### src/rtl/dmem_responder.sv
// Multi-cycle data-memory responder: one outstanding load/store over valid/ready
// request and response channels, with a fixed access latency of WAIT_CYCLES.
module dmem_responder #(
  parameter int unsigned ADDR_W      = 8,
  parameter int unsigned DATA_W      = 32,
  parameter int unsigned WAIT_CYCLES = 2
) (
  input  logic              clk,
  input  logic              rst,
  input  logic              req_valid,
  output logic              req_ready,
  input  logic              req_write,
  input  logic [ADDR_W-1:0] req_addr,
  input  logic [DATA_W-1:0] req_wdata,
  output logic              resp_valid,
  input  logic              resp_ready,
  output logic [DATA_W-1:0] resp_rdata,
  output logic              resp_err
);

  localparam int unsigned IDX_W = ADDR_W - 2;
  localparam int unsigned DEPTH = 1 << IDX_W;
  localparam int unsigned CNT_W = 4;

  typedef enum logic [1:0] {IDLE, WAIT, RESP} state_t;

  state_t             state;
  logic [CNT_W-1:0]   cnt;
  logic               wr_q;
  logic [IDX_W-1:0]   idx_q;
  logic [DATA_W-1:0]  wdata_q;
  logic [DATA_W-1:0]  mem [DEPTH];

  logic               accept_c;
  logic               access_c;
  logic               acc_write_c;
  logic [IDX_W-1:0]   acc_idx_c;
  logic [DATA_W-1:0]  acc_wdata_c;
  logic [DATA_W-1:0]  acc_rdata_c;

  assign req_ready = (state == IDLE);

  // Access source: live request for zero-latency builds, registered request otherwise
  always_comb begin
    accept_c    = req_valid && (state == IDLE);
    access_c    = 1'b0;
    acc_write_c = wr_q;
    acc_idx_c   = idx_q;
    acc_wdata_c = wdata_q;
    if (accept_c && (WAIT_CYCLES == 0) && (req_addr[1:0] == 2'b00)) begin
      access_c    = 1'b1;
      acc_write_c = req_write;
      acc_idx_c   = req_addr[ADDR_W-1:2];
      acc_wdata_c = req_wdata;
    end else if ((state == WAIT) && (cnt == '0)) begin
      access_c = 1'b1;
    end
    acc_rdata_c = mem[acc_idx_c];
  end

  // Storage is deliberately not reset; reset only suppresses a pending write
  always_ff @(posedge clk) begin
    if (!rst && access_c && acc_write_c) begin
      mem[acc_idx_c] <= acc_wdata_c;
    end
  end

  always_ff @(posedge clk) begin
    if (rst) begin
      state      <= IDLE;
      cnt        <= '0;
      wr_q       <= 1'b0;
      idx_q      <= '0;
      wdata_q    <= '0;
      resp_valid <= 1'b0;
      resp_err   <= 1'b0;
      resp_rdata <= '0;
    end else begin
      case (state)
        IDLE: begin
          if (accept_c) begin
            wr_q    <= req_write;
            idx_q   <= req_addr[ADDR_W-1:2];
            wdata_q <= req_wdata;
            if (req_addr[1:0] != 2'b00) begin
              state      <= RESP;
              resp_valid <= 1'b1;
              resp_err   <= 1'b1;
              resp_rdata <= '0;
            end else if (WAIT_CYCLES == 0) begin
              state      <= RESP;
              resp_valid <= 1'b1;
              resp_err   <= 1'b0;
              resp_rdata <= acc_write_c ? '0 : acc_rdata_c;
            end else begin
              cnt   <= CNT_W'(WAIT_CYCLES - 1);
              state <= WAIT;
            end
          end
        end
        WAIT: begin
          if (cnt != '0) begin
            cnt <= cnt - CNT_W'(1);
          end else begin
            state      <= RESP;
            resp_valid <= 1'b1;
            resp_err   <= 1'b0;
            resp_rdata <= acc_write_c ? '0 : acc_rdata_c;
          end
        end
        RESP: begin
          if (resp_ready) begin
            state      <= IDLE;
            resp_valid <= 1'b0;
            resp_err   <= 1'b0;
            resp_rdata <= '0;
          end
        end
        default: state <= IDLE;
      endcase
    end
  end

endmodule

### config.mk
export PLATFORM = sky130hd
export DESIGN_NAME = dmem_responder
export DESIGN_NICKNAME = d
export VERILOG_FILES = /design/src/rtl/dmem_responder.sv
export SDC_FILE = /design/constraint.sdc
export NUM_CORES = 2
export LEC_CHECK = 0
export CAP_MARGIN = 20
export CORE_MARGIN = 1
export CORE_UTILIZATION = 50
export CTS_CLUSTER_DIAMETER = 40
export DETAILED_ROUTE_END_ITERATION = 8
export PLACE_DENSITY = 0.66
export SYNTH_ARGS = -nofsm -noshare
export SYNTH_HDL_FRONTEND = slang
export SYNTH_SLANG_ARGS = --single-unit
### constraint.sdc
create_clock -name clk -period 7.1 [get_ports clk]
set_clock_uncertainty 0.15 [all_clocks]
set_input_delay 1.42 -clock clk [delete_from_list [all_inputs] [get_ports clk]]
set_output_delay 1.42 -clock clk [all_outputs]
set_load 0.02 [all_outputs]
=== Word level (Yosys, flattened, before mapping) ===
Memories as Yosys holds them, arrays and structs flattened. A register that Yosys moved wholly into a read port is not among the register bits.
Index checks and enable logic that the tools add are counted.

* Flip-flop bits (word level): 79
* RAM bits: 2048
* Input port bits: 45
* Output and inout bits: 35
* Logic and storage cells: 60
* Memories: 1

* Add/subtract/negate cells: 1
* Equality and inequality tests: 8
* Muxes and demuxes: 27
* Reductions and logical operators: 15

{| class="wikitable"
|+ Memories
! memory !! depth !! width !! rd ports !! clocked after Yosys merged registers in !! write ports !! line !! source
|-
| mem || 64 || 32 || 1 || 1 || 1 || 32 || <nowiki>logic [DATA_W-1:0] mem [DEPTH];</nowiki>
|}

{| class="wikitable"
|+ Operators by type and width
! cell !! count
|-
| 2-to-1 mux 32 bit || 5
|-
| one-hot mux 32 bit (3 select lines) || 1
|-
| 2-to-1 mux 4 bit || 3
|-
| 2-to-1 mux 6 bit || 2
|-
| 2-to-1 mux 1 bit || 8
|-
| 2-to-1 mux 2 bit || 4
|-
| one-hot mux 4 bit (2 select lines) || 1
|-
| != test 2 x 1 -> 1 bit (second input constant) || 3
|-
| != test 2 bit (second input constant) || 3
|-
| one-hot mux 1 bit (3 select lines) || 2
|-
| one-hot mux 2 bit (3 select lines) || 1
|-
| AND reduction 5 bit || 1
|-
| logical AND 1 bit || 4
|-
| logical NOT 4 bit || 1
|-
| AND reduction 4 bit || 1
|-
| nonzero test 2 bit || 2
|-
| nonzero test 4 bit || 1
|-
| subtractor 4 x 1 -> 4 bit (second input constant) || 1
|-
| AND reduction 3 bit || 1
|-
| nonzero test 3 bit || 1
|-
| == test 2 x 1 -> 1 bit (second input constant) || 1
|-
| == test 2 bit (second input constant) || 1
|-
| logical NOT 2 bit || 1
|-
| AND reduction 2 bit || 1
|-
| logical NOT 1 bit || 1
|}

=== Logic depth before layout (Yosys ltp) ===
* Depth after elaboration: 7
* Mapped depth: 11

=== Least setup slack after synthesis ===
OpenSTA, ideal clock, no wires.

* Kind: input port to flip-flop
* Start point: input rst
* End point: memory mem[30][0], enable pin
* Arrival time: 3.567 ns
* Data required time: 6.529 ns
* Setup slack: 2.962 ns
* Stages: 3
* Path buffers: 0
* Cell sequence: nor4bb_1 > nand3_1 > nor2_1

* Cells in the longest elaborated chain, start to end: 5

{| class="wikitable"
|+ Ends and longest elaborated chain
! element !! line !! source
|-
| from (decl) || 9 || <nowiki>input logic rst,</nowiki>
|-
| logical NOT 1 bit || 63 || <nowiki>if (!rst && access_c && acc_write_c) begin</nowiki>
|-
| logical AND 1 bit (2 in series) || 63 ||
|-
| 2-to-1 mux 1 bit || 63 ||
|-
| 2-to-1 mux 1 bit (not written as such) || 64 || <nowiki>mem[acc_idx_c] <= acc_wdata_c;</nowiki>
|-
| to (decl) || 32 ||
|}

Every way passes these cells.

=== Final worst setup path ===
* Start point: register state[1]
* End point: memory mem[62][16], enable pin

* Cells in the longest elaborated chain, start to end: 7

{| class="wikitable"
|+ Ends and longest elaborated chain
! element !! line !! source
|-
| from (decl) || 27 || <nowiki>state_t state;</nowiki>
|-
| from (signal assigned) || 70 || <nowiki>state <= IDLE;</nowiki>
|-
| from (signal assigned) || 86 || <nowiki>state <= RESP;</nowiki>
|-
| from (signal assigned) || 91 || <nowiki>state <= RESP;</nowiki>
|-
| == test 2 x 1 -> 1 bit || 55 || <nowiki>end else if ((state == WAIT) && (cnt == '0)) begin</nowiki>
|-
| logical AND 1 bit || 55 ||
|-
| 2-to-1 mux 1 bit || 55 ||
|-
| logical AND 1 bit (2 in series) || 63 ||
|-
| 2-to-1 mux 1 bit || 63 ||
|-
| 2-to-1 mux 1 bit (not written as such) || 64 ||
|}

Every way passes these cells.

==> results.yml <==
status:
  status: "complete, no violations"
drt:
  remaining_drc_errors: 0
  ant_nets: 0
  vias_per_cell: 6.37
  num_vias: 40200
  wl_per_cell_um: 34.0
  drtIter0Drc: 6283
  wl_um: 214000
  dr.pass1.iters: 8
sta:
  slew_violations: 0
  slew_headroom_pct: 21.2
  hold_viol: 0
  fin_setup_tns_ns: 0
  finalCritPeriodShare_pct: 69.3
  tightest_slew_ns: 1.17
  period_minus_slack_ns: 4.92
  clock.fmax_ghz: 0.203
  setup_viol: 0
  grt_setup_unrepaired: "false"
  finalWorstSetupSlack_ns: 2.18
final_layout:
  nets: 3987
  layout_common_cells: "edfxtp_1 (2,048), mux4_2 (493), clkbuf_16 (241), nand2_1 (191), a22oi_1 (96)"
  n_fill_cell: 11500
  drive_above_1_share_pct: 28.6
  layout_commonest_cell: "edfxtp_1"
  post-route-util_pct: 58.2
  area_growth_pct: 15.5
logic_synthesis:
  synthCells: 3717
  ys_seq_area_share_pct: 78.0
  ys_seq_elements: 2133
  syn-cell-area_mm2: 0.0810
  synth.distinct_cells: 57
  avgSynthCellArea_um2: 21.8
  synth_nets: 3767
  yosysWarnings: 0
pwr:
  ir_worst_vdd_uv: 276
  swShare_pct: 23.8
  combPwrFrac_pct: 7.1
  p_switching_mw: 6.79
  p_int_mw: 21.7
  clkPwrFrac_pct: 43.2
  power-per-cell-area_mw_per_mm2: 305
  seq_power_share_pct: 49.8
  power.leakage_nw: 28.5
clock_tree:
  cts_resized: 0
  post_cts_buffers: 0
  tritoncts: "yes"
  clkLatencyLatePin_ns: 0.89
  cts.htree.levels: 4
  cts_max_path_buffers: 3
  cts.sinks: 2133
  cts_buffers: 240
  clk_pin_slew_ns: 0.06
  cts.hold.buffers_added: 0
  clockRootBuffer: "clkbuf_16"
grt:
  overflow: 0
  grt_usage_pct: 26.4
  grt_pass1_wl_um: 298000
  grt_pass1_vias: 38800
  antenna_found_initial: 12
  grt_max_degree: 115
worst_setup_path:
  crit_path_end_kind: "flip-flop"
  start_kind: "flip-flop"
  worstPathRequired_ns: 7.44
  crit_type: "reg -> reg"
  cp.arrival_ns: 5.26
  rr_startpoint: "state[1]"
  path_max_fanout: 32
  crit_start: "state[1]"
floorplan:
  row_count: 147
  die_h_um: 404
  die-area_mm2: 0.164
  core_mm2: 0.161
  start_util_pct: 50.4
  fp.dieW_um: 404
  io_pins: 80
place:
  gp_congestion: 0.909
  dp_hpwl_um: 128000
  post-place-ws_ns: 2.32
  port_buffers: 79
min_path:
  min_from: "acc_wdata_c[27]"
  min_path_type: "reg -> reg"
flow_run:
  maxCapViolCount: 0
-- logic make-up after synthesis --
logic type                 synth area share (%)
AOI/OAI and AO/OA                          3.14
xor gates and xnor gates                 0.0216
adders and majority gates                0.0773
buffers and inverters                      1.19
DFF                                        78.0
muxes                                      15.3
and+or+nand+nor                            2.23
-- Yosys cell counts, drive strengths merged --
cell type  instances  area (µm²)
mux4             493       11100
a21oi             75         375
a2111oi            4        35.0
and3               1        6.26
nor3b              1        7.51
nand2b             8        50.1
xor2               2        17.5
nor2b             12        75.1
or3b               3        26.3
nor2              85         319
o31ai              3        22.5
and3b              1        8.76
a211oi            21         208
a22oi             96         721
nand3b             6        45.0
o2111ai            1        8.76
o21ai              3        15.0
and2               3        18.8
mux2i             57         571
nor4               7         101
inv                9        33.8
nand3             48         240
or3                2        12.5
or4               12        90.1
a21o               1        7.51
a221oi            53         508
o311ai             1        8.76
buf              109         543
nor3               5        25.0
o211ai            30         225
o2bb2ai            5        43.8
nand2            191         717
dfxtp             85        1700
o22a               1        8.76
o21bai             1        7.51
a221o              1        10.0
or2                3        18.8
clkbuf           104         390
mux2              63         709
edfxtp          2048       61500
nand4bb            1        11.3
and4b              1        10.0
ha                 5        62.6
o22ai             54         338
nor4bb             2        20.0
-- power groups by stage --
stage,logic [mW],registers [mW],clock network (mW)
after floorplan,1.07,14.4,0
final,2.01,14.2,12.3
after CTS,1.99,14.2,12.4
after detailed placement,1.99,14.5,0
after global placement,1.97,14.5,0
after global routing,2.08,14.2,12.9
-- state kept, by name, indices dropped and copies added (netlist names), named ones only --
register,flops
acc_idx_c,6
acc_wdata_c,32
acc_write_c,1
cnt,4
mem,2048
resp_err,1
resp_rdata,32
resp_valid,1
state,2
-- final cells by class --
cell class	instances	area, µm²	share of cell area [%]
clock inverter	180	1870	2.00
sequential	2133	63300	67.7
multi-input combinational	1362	17300	18.5
timing repair buffer	191	2110	2.26
tap	2160	2700	2.89
inverter	9	33.8	0.0361
clock buffer	275	6190	6.62
antenna	3	7.51	0.00803
-- worst paths after layout --
| check | to | slack, ns | cells after the start |
|---|---|---|---|
| max reg2reg | mem[62][16] | 2.18 | 7 |
| max | mem[62][16] | 2.18 | 7 |
| min reg2reg | mem[13][27] | 0.29 | 0 |
| min | mem[13][27] | 0.29 | 0 |
-- worst max-delay path, stage by stage (launching register included) --
cell and delay (ns):
dfxtp_1 0.32, inv_1 0.11, ha_1 0.31, nor4bb_1 1.02
nor4bb_1 0.68, nand3_1 0.63, buf_4 0.43, nor2_4 0.82
-- routing by layer --
layer	GRT usage, %	share of wire, %	wire, µm
met1	40.6	41	87900
met2	36.5	43	92700
met3	7.54	13	27000
met4	8.24	3.1	6740
met5	0	0	0
-- metrics by stage --
stage	cell area, µm²	instances	total power [mW]	hold WS [ns]
3_5_place_dp	85100	5839	16.4	0.274
3_3_place_gp	84900	5829	16.4	0.273
4_1_cts	93200	6294	28.6	0.289
5_1_grt	93500	6310	29.2	0.299
6_report	93500	6313	28.5	0.288
2_1_floorplan	81000	3717	15.5	0.298
Note: power is estimated with default switching activity, not from simulation.
